## config.mk

```make
export PLATFORM = sky130hd
export DESIGN_NAME = fp32_mul_seq_flat
export DESIGN_NICKNAME = d
export VERILOG_FILES = /design/src/rtl/fp32_mul_seq_if.sv /design/src/rtl/fp32_mul_seq.sv /design/src/flat_wrapper.sv
export SDC_FILE = /design/constraint.sdc
export NUM_CORES = 1
export LEC_CHECK = 0
export ABC_AREA = 1
export BUFFER_PORTS_ARGS = -buffer_cell sky130_fd_sc_hd__clkbuf_2
export CORE_MARGIN = 3
export CORE_UTILIZATION = 55
export DETAILED_ROUTE_END_ITERATION = 8
export PLACE_DENSITY = 0.84
export SYNTH_ARGS = -nofsm -noshare
export SYNTH_HDL_FRONTEND = slang
export SYNTH_SLANG_ARGS = --single-unit
```

## constraint.sdc

```tcl
create_clock -name clk -period 3.5 [get_ports clk]
set_clock_uncertainty 0.15 [all_clocks]
set_input_delay 0 -clock clk [delete_from_list [all_inputs] [get_ports clk]]
set_output_delay 0 -clock clk [all_outputs]
set_load 0.05 [all_outputs]
```

## src/rtl/fp32_mul_seq_if.sv

```systemverilog
// fp32_mul_seq_if: operand/result handshake bundle for fp32_mul_seq
// Signals:
//   in_valid/in_ready/a/b               operand pair handshake (master -> slave)
//   out_valid/out_ready/result/flags    product handshake (slave -> master)
//   busy                                slave is working on an operation
// Modports: master = producer/consumer side, slave = multiplier side.
interface fp32_mul_seq_if;
    logic        in_valid;
    logic        in_ready;
    logic [31:0] a;
    logic [31:0] b;
    logic        out_valid;
    logic        out_ready;
    logic [31:0] result;
    logic [3:0]  flags;
    logic        busy;
    modport master (
        output in_valid, a, b, out_ready,
        input  in_ready, out_valid, result, flags, busy
    );
    modport slave (
        input  in_valid, a, b, out_ready,
        output in_ready, out_valid, result, flags, busy
    );
endinterface

```

## src/rtl/fp32_mul_seq.sv

```systemverilog
// fp32_mul_seq: multi-cycle IEEE-754 single-precision multiplier, one op in flight
// Ports:
//   clk    rising-edge clock
//   rst_n  asynchronous active-low reset, aborts any operation
//   bus    fp32_mul_seq_if.slave: in_valid/in_ready/a/b in, out_valid/out_ready/
//          result/flags{invalid,overflow,underflow,inexact} out, busy
// Parameter BITS_PER_CYC: multiplier bits per MUL cycle (divisor of 24).
// Build option FP32_MUL_RNE_EN: round-to-nearest-even instead of round-half-up.
module fp32_mul_seq #(
    parameter int BITS_PER_CYC = 1
) (
    input logic           clk,
    input logic           rst_n,
    fp32_mul_seq_if.slave bus
);
    localparam int ITERS = 24 / BITS_PER_CYC;
    localparam logic [4:0] LAST = 5'(ITERS - 1);

    typedef enum logic [2:0] {IDLE, MUL, NORM, RND, OUT} state_t;
    state_t state, state_nx;

    logic               sign;
    logic signed [9:0]  esum;
    logic [23:0]        ma, mb;
    logic [47:0]        p;
    logic [4:0]         cnt;
    logic [22:0]        mant;
    logic               guard, sticky;
    logic [31:0]        res_q;
    logic [3:0]         flg_q;

    // operand classification, denormals count as zero
    logic [7:0]  ea, eb;
    logic        a_nan, b_nan, a_inf, b_inf, a_zero, b_zero;
    logic        is_nan, is_inf, special, sgn_in;
    logic [31:0] spec_res;
    assign ea       = bus.a[30:23];
    assign eb       = bus.b[30:23];
    assign a_nan    = (&ea) && (|bus.a[22:0]);
    assign b_nan    = (&eb) && (|bus.b[22:0]);
    assign a_inf    = (&ea) && !(|bus.a[22:0]);
    assign b_inf    = (&eb) && !(|bus.b[22:0]);
    assign a_zero   = ea == 8'd0;
    assign b_zero   = eb == 8'd0;
    assign sgn_in   = bus.a[31] ^ bus.b[31];
    assign is_nan   = a_nan || b_nan || (a_inf && b_zero) || (b_inf && a_zero);
    assign is_inf   = a_inf || b_inf;
    assign special  = is_nan || is_inf || a_zero || b_zero;
    assign spec_res = is_nan ? 32'h7FC0_0000 : is_inf ? {sgn_in, 8'hFF, 23'd0} : {sgn_in, 31'd0};

    // shift-add: consume the multiplier MSB-first so no variable shifter is needed
    logic [BITS_PER_CYC-1:0]  chunk;
    logic [23+BITS_PER_CYC:0] pp;
    assign chunk = mb[23 -: BITS_PER_CYC];
    assign pp    = {{BITS_PER_CYC{1'b0}}, ma} * {24'd0, chunk};

    // rounding and packing
    logic              inc, carry, ovf, unf, inx;
    logic [22:0]       mant_r;
    logic signed [9:0] e_r;
    logic [31:0]       rnd_res;
`ifdef FP32_MUL_RNE_EN
    assign inc = guard && (sticky || mant[0]);
`else
    assign inc = guard;
`endif
    assign {carry, mant_r} = {1'b0, mant} + {23'd0, inc};
    assign e_r     = esum + {9'd0, carry};
    assign ovf     = e_r >= 10'sd255;
    assign unf     = e_r <= 10'sd0;
    assign inx     = guard || sticky || ovf || unf;
    assign rnd_res = ovf ? {sign, 8'hFF, 23'd0} : unf ? {sign, 31'd0} : {sign, e_r[7:0], mant_r};

    always_ff @(posedge clk or negedge rst_n) begin
        if (!rst_n) state <= IDLE;
        else        state <= state_nx;
    end

    always_comb begin
        state_nx = state;
        case (state)
            IDLE:    state_nx = bus.in_valid ? (special ? OUT : MUL) : IDLE;
            MUL:     state_nx = (cnt == LAST) ? NORM : MUL;
            NORM:    state_nx = RND;
            RND:     state_nx = OUT;
            OUT:     state_nx = bus.out_ready ? IDLE : OUT;
            default: state_nx = IDLE;
        endcase
    end

    always_ff @(posedge clk or negedge rst_n) begin
        if (!rst_n) begin
            sign   <= 1'b0;
            esum   <= '0;
            ma     <= '0;
            mb     <= '0;
            p      <= '0;
            cnt    <= '0;
            mant   <= '0;
            guard  <= 1'b0;
            sticky <= 1'b0;
            res_q  <= '0;
            flg_q  <= '0;
        end else begin
            case (state)
                IDLE: if (bus.in_valid) begin
                    sign <= sgn_in;
                    esum <= $signed({2'b0, ea} + {2'b0, eb} - 10'd127);
                    ma   <= {1'b1, bus.a[22:0]};
                    mb   <= {1'b1, bus.b[22:0]};
                    p    <= '0;
                    cnt  <= '0;
                    if (special) begin
                        res_q <= spec_res;
                        flg_q <= {is_nan, 3'b000};
                    end
                end
                MUL: begin
                    p   <= (p << BITS_PER_CYC) + 48'(pp);
                    mb  <= mb << BITS_PER_CYC;
                    cnt <= cnt + 5'd1;
                end
                NORM: begin
                    mant   <= p[47] ? p[46:24] : p[45:23];
                    guard  <= p[47] ? p[23] : p[22];
                    sticky <= p[47] ? |p[22:0] : |p[21:0];
                    esum   <= esum + {9'd0, p[47]};
                end
                RND: begin
                    res_q <= rnd_res;
                    flg_q <= {1'b0, ovf, unf, inx};
                end
                default: ;
            endcase
        end
    end

    assign bus.in_ready  = state == IDLE;
    assign bus.out_valid = state == OUT;
    assign bus.busy      = state != IDLE;
    assign bus.result    = res_q;
    assign bus.flags     = flg_q;
endmodule

```

## src/flat_wrapper.sv

```systemverilog
// flat-port wrapper written by rule: the top's interface ports become plain ports
module fp32_mul_seq_flat 
#(
    parameter int BITS_PER_CYC = 1
)
  (clk, rst_n, bus_in_valid, bus_a, bus_b, bus_out_ready, bus_in_ready, bus_out_valid, bus_result, bus_flags, bus_busy);
  fp32_mul_seq_if bus_i ();
  input logic clk;
  input logic rst_n;
  input wire logic [$bits(bus_i.in_valid)-1:0] bus_in_valid;
  input wire logic [$bits(bus_i.a)-1:0] bus_a;
  input wire logic [$bits(bus_i.b)-1:0] bus_b;
  input wire logic [$bits(bus_i.out_ready)-1:0] bus_out_ready;
  output wire logic [$bits(bus_i.in_ready)-1:0] bus_in_ready;
  output wire logic [$bits(bus_i.out_valid)-1:0] bus_out_valid;
  output wire logic [$bits(bus_i.result)-1:0] bus_result;
  output wire logic [$bits(bus_i.flags)-1:0] bus_flags;
  output wire logic [$bits(bus_i.busy)-1:0] bus_busy;
  assign bus_i.in_valid = bus_in_valid;
  assign bus_i.a = bus_a;
  assign bus_i.b = bus_b;
  assign bus_i.out_ready = bus_out_ready;
  assign bus_in_ready = bus_i.in_ready;
  assign bus_out_valid = bus_i.out_valid;
  assign bus_result = bus_i.result;
  assign bus_flags = bus_i.flags;
  assign bus_busy = bus_i.busy;
  fp32_mul_seq #(.BITS_PER_CYC(BITS_PER_CYC)) u_core (.clk(clk), .rst_n(rst_n), .bus(bus_i));
endmodule
```

==> out/summary.txt, run 1 <==
outcome = finished, violations left
violated checks = negative hold slack, negative setup slack
crit path launch = u_core.mant[6]$_DFFE_PN0P_
count of final setup violators = 21
ratio of cells with drive above 1 in the final layout = 12.8%
row count = 52
Critical Path RT = 3.68 ns
Congestion Overflow GR = 0
Int Power = 5780 uW
Worst Tran Pin Value = 0.773 ns
post-synthesis register bit count = 176
Peak VDD IR = 565 uV
vias in the first global route = 11200
Cells after Synth = 1675
Gate power share = 51.1%
Sw Share = 50.1%
number of flops mapped to enable cells by yosys = 0
Slowest-stage cell, CP = dfrtp_1
Layout area overhead = 19.8%
fill count = 1652
WP data arrival = 3.76 ns
I/O pin total = 107
RSZ-0062 raised after global routing = yes
most common library cells after synthesis = nand2_1 (513), inv_1 (208), nand3_1 (177)
setup ws final = -0.0867 ns
CP max stage delay = 0.40 ns
worst hold path class = primary input to asynchronous set/reset pin
area leader, netlist = dfrtp_1
register area share after synthesis = 37.9%
Crit Path Class = register to register
CP most frequent cell = nand3_2
synth top area cells = dfrtp_1 (38%), nand2_1 (17%), nand3_1 (7.6%)
Tcrit/Tclk final = 102%
Final Hold Fails = 11
PnR Total Power = 11600 uW
first-pass GRT wire length = 53.4 mm
dominant synthesized flop cell = dfrtp_1
PD cells = 833 nW/um^2
core area = 20500 sq um
die span in x = 151 um
Yosys top cell area share = 37.9%
Seq pwr share = 32.6%
fin util = 67.9%
final antenna-violating net count = 0
Reg2Reg Depth = 20
Rel. slew slack = 48.2%
Max clock buf depth = 2
Worst-path clk slew = 0.07 ns
Initial Utilization = 56.7%
crit path capture type = register
synth warn = 0
startpoint types = register
gr usage total = 28.9%
Net Sw Power = 5810 uW
port buffer count = 106
DIE AREA = 22900 sq um
DR WL/cell = 15.7 um
fin nets = 1949
Mapped Area = 11600 sq um
Slew Limit Fails = 0
Yosys cell types = 52
CTS tree = done
CTS buffer count = 17
H-tree levels = 4
clock network power share = 16.3%
Via density = 5.68
initial drt markers = 1211
# clock sinks = 176
Detailed Route WL = 33.4 mm
Leak = 0.00713 uW
Die Y = 151 um
post-DP HPWL = 22.4 mm
syn_nets = 1784
crit path cell chain = nand2_2 -> nor3_4 -> nand3_2 -> nor3_4 -> nand3_2 -> inv_2 -> nand4_1 -> nor2_2 -> ha_2 -> ha_4 -> or2_4 -> nor2_2 -> nand3_2 -> nor2_4 -> nand3_4 -> nand2_8 -> nor2_4 -> buf_12 -> nand3_2 -> nand2_1
Peak Freq = 279 MHz
n_diodes = 0
asr flop ratio synth = 100%
CP Max Fanout = 9
number of antenna violations at the first check in global routing = 0
largest net degree at the start of global routing = 77
pre-CTS setup slack = -0.120 ns
hold slack = -0.0348 ns
TNS Setup = -0.724 ns
max cap viols = 0
minimum clock period = 3.59 ns
top-count cell post-synth = nand2_1
Final GP Congestion = 0.987
DRC = 0
total number of vias = 12100
mean area per synthesized cell = 6.94 sq um
Worst-Skew Late Latency = 0.45 ns
Crit Reg-Reg Startpoint = u_core.mant[6]$_DFFE_PN0P_
Clock Tree Root = clkbuf_16
drt first pass iters = 6
[final cells by class]
cell class / instances / area [sq um] / area share (%)
sequential: 176 / 4400 / 31.7
inverter: 212 / 796 / 5.72
multi-input combinational: 1238 / 6430 / 46.2
timing repair buffer: 195 / 1380 / 9.88
clock inverter: 15 / 144 / 1.03
tap: 270 / 338 / 2.43
clock buffer: 17 / 425 / 3.06
[flip-flops by register name, summed over array words and instances (netlist names)]
name,count
u_core.p,48
u_core.bus.result,32
u_core.bus.flags,4
u_core.sign,1
u_core.esum,10
u_core.mant,23
u_core.sticky,1
u_core.guard,1
u_core.mb,24
u_core.ma,24
u_core.state,3
u_core.cnt,5
[power by group through the flow]
stage          Combinational [uW]  Sequential (uW)  Clock [uW]
2_1_floorplan                3590             4220           0
3_3_place_gp                 5380             3710           0
3_5_place_dp                 5510             3760           0
4_1_cts                      5650             3730        1890
5_1_grt                      6580             3890        1990
6_report                     5920             3780        1890
[metrics by stage]
| stage | instance area, sq um | instances |
|---|---|---|
| after detailed placement | 12500 | 2026 |
| after CTS | 13600 | 2112 |
| final | 13900 | 2123 |
| after global placement | 12500 | 2026 |
| after global routing | 13900 | 2123 |
| after floorplan | 11600 | 1675 |
[worst max-delay path, delay by kind of cell, from the launching register on]
kind | cells | cell delay, ns
simple gates | 16 | 2.22
fa+ha+maj | 2 | 0.44
flops | 1 | 0.40
buf+inv | 2 | 0.21
[path summary, 6_finish.rpt]
kind	endpoint	slack, ns
max	u_core.bus.result[9]$_DFFE_PN0P_	-0.09
min	u_core.bus.result[31]$_DFFE_PN0P_	-0.03
max reg2reg	u_core.bus.result[9]$_DFFE_PN0P_	-0.09
min reg2reg	u_core.ma[23]$_DFFE_PN0P_	0.33
max in group asynchronous	u_core.p[7]$_DFFE_PN0P_	2.36
min in group clk	u_core.bus.result[31]$_DFFE_PN0P_	0
[cells by family after synthesis]
| logic type | synth area share, % |
|---|---|
| adders and majority gates | 4.54 |
| AOI/OAI and AO/OA | 12.0 |
| muxes | 0.689 |
| xor gates and xnor gates | 1.56 |
| buffers and inverters | 8.92 |
| DFF | 37.9 |
| and+or+nand+nor | 34.4 |
[layout by cell type, fill, tap and decap left out, drive strengths merged, types with 5 or more instances in the layout]
cell / synthesis / final
nor2: 130 / 132
dlygate4sd3: 0 / 53
dfrtp: 176 / 176
o21a: 5 / 5
clkbuf: 32 / 122
or2: 6 / 6
xnor2: 5 / 5
o211ai: 22 / 22
and2: 5 / 5
nand3: 186 / 187
o22ai: 17 / 17
nor3: 26 / 26
ha: 39 / 39
xor2: 14 / 14
nand2: 518 / 518
buf: 20 / 37
mux2i: 8 / 8
o21ai: 141 / 141
nand4: 30 / 30
inv: 210 / 219
nor4: 6 / 6
clkinv: 2 / 7
a21oi: 52 / 52
[what timing repair did]
item / in CTS / in global routing
cloned: 1 / 2
endpoints found under the setup margin: 32 / 34
hold buffers: 53 / 0
resized for setup: 6 / 38
pin swaps: 2 / 22
setup buffers: 0 / 10
endpoints found under the hold margin: 173 / 0
[routing by layer]
layer / track usage [%] / wire length (um) / vias up
li1: - / - / 5828
met1: 38.0 / 14000 / 5561
met2: 48.5 / 15900 / 546
met3: 4.43 / 2230 / 120
met4: 10.2 / 1230 / 0
met5: 0 / 0 / -
Note: power is estimated with default switching activity, not from simulation.
==> inputs of run 2 (changes only) <==
Settings changed: ABC_AREA 1 to 0.
==> run 2 against run 1 <==
The run ends with negative setup slack left. Combinational power fell by 10%. Clock power rose by 4%. Register-to-register slack improved by 0.06 ns. Highest routed layer unchanged. First-iteration DRC count fell by 34%. Synthesized area fell by 10%. Non-clock buffer count fell by 3. Core utilization rose by 0.59 points.
==> out/summary.txt, run 2 <==
post-DP HPWL = 17.0 mm (was 22.4 mm)
DP Cell Count = 1490 (was 2026)
violated checks = negative setup slack (was negative hold slack, negative setup slack)
TNS Setup = -0.0408 ns (was -0.724 ns)
Peak VDD IR = 560 uV (was 565 uV)
simple-gate share of the synthesized area = 25.2% (was 34.4%)
n_diodes = 0 (unchanged)
row count = 49 (was 52)
Slew Limit Fails = 0 (unchanged)
Top reg by flops = u_core.p (unchanged)
total number of vias = 9810 (was 12100)
final antenna-violating net count = 0 (unchanged)
pre-CTS setup slack = -0.129 ns (was -0.120 ns)
Via density = 6.19 (was 5.68)
max cap viols = 0 (unchanged)
startpoint types = register (unchanged)
Clock Tree Root = clkbuf_16 (unchanged)
Worst-Skew Late Latency = 0.45 ns (about the same)
worst r2r dst = u_core.bus.result[0]$_DFFE_PN0P_ (was u_core.bus.result[9]$_DFFE_PN0P_)
Hold Crit Depth = 5
DIE AREA = 20700 sq um (was 22900 sq um)
die span in x = 144 um (was 151 um)
Worst-path clk slew = 0.07 ns (about the same)
Hold Path Sink = u_core.esum[9]$_DFFE_PN0P_
top-count cell post-synth = nand2_1 (unchanged)
Detailed Route WL = 27.5 mm (was 33.4 mm)
fin nets = 1451 (was 1949)
Final GP Congestion = 0.886 (was 0.987)
gr usage total = 26.4% (was 28.9%)
XOR/XNOR Fraction of Synth Area = 5.03% (was 1.56%)
fin util = 68.5% (was 67.9%)
DRC = 0 (unchanged)
setup ws final = -0.0272 ns (was -0.0867 ns)
count of final setup violators = 3 (was 21)
I/O pin total = 107 (unchanged)
ratio of cells with drive above 1 in the final layout = 15.6% (was 12.8%)
largest net degree at the start of global routing = 87 (was 77)
Final Hold Fails = 0 (was 11)
Worst Tran Pin Value = 0.836 ns (was 0.773 ns)
outcome = finished, violations left (unchanged)
Initial Utilization = 57.0% (was 56.7%)
largest family of logic cells by synthesized area = simple AND/OR/NAND/NOR gates (unchanged)
H-tree levels = 4 (unchanged)
Die Y = 144 um (was 151 um)
minimum clock period = 3.53 ns (was 3.59 ns)
DR WL/cell = 17.4 um (was 15.7 um)
synth warn = 0 (unchanged)
CP most frequent cell = and3_4 (was nand3_2)
Max clock buf depth = 2 (unchanged)
syn_nets = 1305 (was 1784)
Cells after Synth = 1196 (was 1675)
post-synthesis register bit count = 176 (unchanged)
hold_sp = bus_a[30]
crit path capture type = register (unchanged)
vias in the first global route = 9466 (was 11200)
mean area per synthesized cell = 8.74 sq um (was 6.94 sq um)
Crit Path Class = register to register (unchanged)
CTS buffer count = 17 (unchanged)
register area share after synthesis = 42.1% (was 37.9%)
Mapped Area = 10500 sq um (was 11600 sq um)
CTS tree = done (unchanged)
Reg2Reg Depth = 15 (was 20)
reg-to-reg slack, setup = -0.03 ns (was -0.09 ns)
number of antenna violations at the first check in global routing = 0 (unchanged)
Crit Reg-Reg Startpoint = u_core.guard$_DFFE_PN0P_ (was u_core.mant[6]$_DFFE_PN0P_)
Synth Area in Compound Gates = 17.0% (was 12.0%)
Peak Freq = 284 MHz (was 279 MHz)
initial drt markers = 795 (was 1211)
Layout area overhead = 20.1% (was 19.8%)
Leak = 0.00572 uW (was 0.00713 uW)
Congestion Overflow GR = 0 (unchanged)
worst hold path class = primary input to register (was primary input to asynchronous set/reset pin)
commonest non-fill, non-tap cell in the layout = nand2_1 (unchanged)
core area = 18300 sq um (was 20500 sq um)
CP max stage delay = 0.38 ns (was 0.40 ns)
WP data arrival = 3.71 ns (was 3.76 ns)
asr flop ratio synth = 100% (unchanged)
Critical Path RT = 3.68 ns (about the same)
most common library cells after synthesis = nand2_1 (250), dfrtp_1 (176), nor2_1 (66) (was nand2_1 (513), inv_1 (208), nand3_1 (177))
Rel. slew slack = 43.6% (was 48.2%)
max FFs per register = 48 (unchanged)
Slowest-stage cell, CP = a2111oi_4 (was dfrtp_1)
Yosys top cell area share = 42.1% (was 37.9%)
synth top area cells = dfrtp_1 (42%), nand2_1 (9.0%), ha_1 (4.7%) (was dfrtp_1 (38%), nand2_1 (17%), nand3_1 (7.6%))
area leader, netlist = dfrtp_1 (unchanged)
first-pass GRT wire length = 44.6 mm (was 53.4 mm)
port buffer count = 106 (unchanged)
Synth Area in Adders = 5.05% (was 4.54%)
post-synthesis mux area share = 2.59% (was 0.689%)
PD cells = 876 nW/um^2 (was 833 nW/um^2)
Yosys cell types = 70 (was 52)
dominant synthesized flop cell = dfrtp_1 (unchanged)
# clock sinks = 176 (unchanged)
crit path cell chain = ha_2 -> and3_4 -> and3_4 -> nand4_1 -> nor2_2 -> and3_4 -> ha_4 -> ha_4 -> and4_4 -> nand2_2 -> or3_4 -> a2111oi_4 -> nor2b_2 -> buf_6 -> a32o_1 (was nand2_2 -> nor3_4 -> nand3_2 -> nor3_4 -> nand3_2 -> inv_2 -> nand4_1 -> nor2_2 -> ha_2 -> ha_4 -> or2_4 -> nor2_2 -> nand3_2 -> nor2_4 -> nand3_4 -> nand2_8 -> nor2_4 -> buf_12 -> nand3_2 -> nand2_1)
CP Max Fanout = 4 (was 9)
most frequent cells in the layout = nand2_1 (246), dfrtp_1 (175), clkbuf_2 (105), nor2_1 (64), o21ai_0 (64) (was nand2_1 (506), inv_1 (207), dfrtp_1 (176), nand3_1 (170), o21ai_0 (134))
number of flops mapped to enable cells by yosys = 0 (unchanged)
Tcrit/Tclk final = 101% (was 102%)
RSZ-0062 raised after global routing = yes (unchanged)
drt first pass iters = 8 (was 6)
post-route insts no fill = 1584 (was 2123)
## run 2: layer usage
layer  part of all wire [%]  up-vias  GRT usage, %
li1                       -     4603             -
met1                     41     4686          33.3
met2                     49      432          44.2
met3                    6.5       89          5.82
met4                    3.3        0          10.6
met5                      0        -             0
## run 2: layout make-up
type	count	area, sq um
flip-flops and latches	176	4410
inverters	9	33.8
clock inverters	15	194
repair buffers	192	1350
well taps	229	287
multi-input cells	946	5860
clock buffers	17	425
fillers	1334	5780
## run 2: worst max-delay path, delay by kind of cell (launching register included)
family / cells / cell delay (ns)
compound gates: 2 / 0.63
fa+ha+maj: 3 / 0.45
buf+inv: 1 / 0.15
flops: 1 / 0.36
simple gates: 9 / 1.68
## run 2: worst max path at each step
| stage | from | to | slack (ns) | cells past startpoint |
|---|---|---|---|---|
| after floorplan | u_core.guard$_DFFE_PN0P_ | u_core.bus.result[22]$_DFFE_PN0P_ | 0.03 | 17 |
| after global placement | u_core.guard$_DFFE_PN0P_ | u_core.bus.result[2]$_DFFE_PN0P_ | -0.005 | 15 |
| after detailed placement | u_core.guard$_DFFE_PN0P_ | u_core.bus.result[2]$_DFFE_PN0P_ | -0.13 | 15 |
| after CTS | u_core.guard$_DFFE_PN0P_ | u_core.bus.result[1]$_DFFE_PN0P_ | -0.02 | 15 |
| after global routing | u_core.mant[0]$_DFFE_PN0P_ | u_core.bus.result[0]$_DFFE_PN0P_ | -0.17 | 15 |
| final | u_core.guard$_DFFE_PN0P_ | u_core.bus.result[0]$_DFFE_PN0P_ | -0.03 | 15 |
## run 2: cells by family (layout without fill, tap and decap cells)
family | count (synthesis) | after routing
flip-flops | 176 | 176
adder cells (fa/ha/maj) | 41 | 41
buffers and inverters | 74 | 233
AO/OA/AOI/OAI | 266 | 266
AND/OR/NAND/NOR | 552 | 552
XOR/XNOR | 60 | 60
multiplexers | 27 | 27
## run 2: metrics by stage
| step | hold slack (ns) | total power (uW) | cell area, sq um |
|---|---|---|---|
| global placement | -0.0417 | 8510 | 11200 |
| floorplan | -0.446 | 7480 | 10500 |
| CTS | 0.00466 | 10800 | 12500 |
| detailed placement | -0.0213 | 8720 | 11200 |
| finish | 0.0193 | 11000 | 12600 |
| global route | 0.0410 | 11800 | 12600 |
## run 2: what timing repair did
item / 4_1_cts / 5_1_grt
hold buffers: 52 / 0
endpoints found under the setup margin: 29 / 51
hold endpoints to repair: 134 / 0
resized for setup: 13 / 11
pin swaps: 7 / 15
setup buffers: 6 / 4
## run 2: report_power, final
part	total, uW	internal (uW)	switching, uW
clock	1960	1030	936
sequential	3720	2890	836
combinational	5300	1960	3340
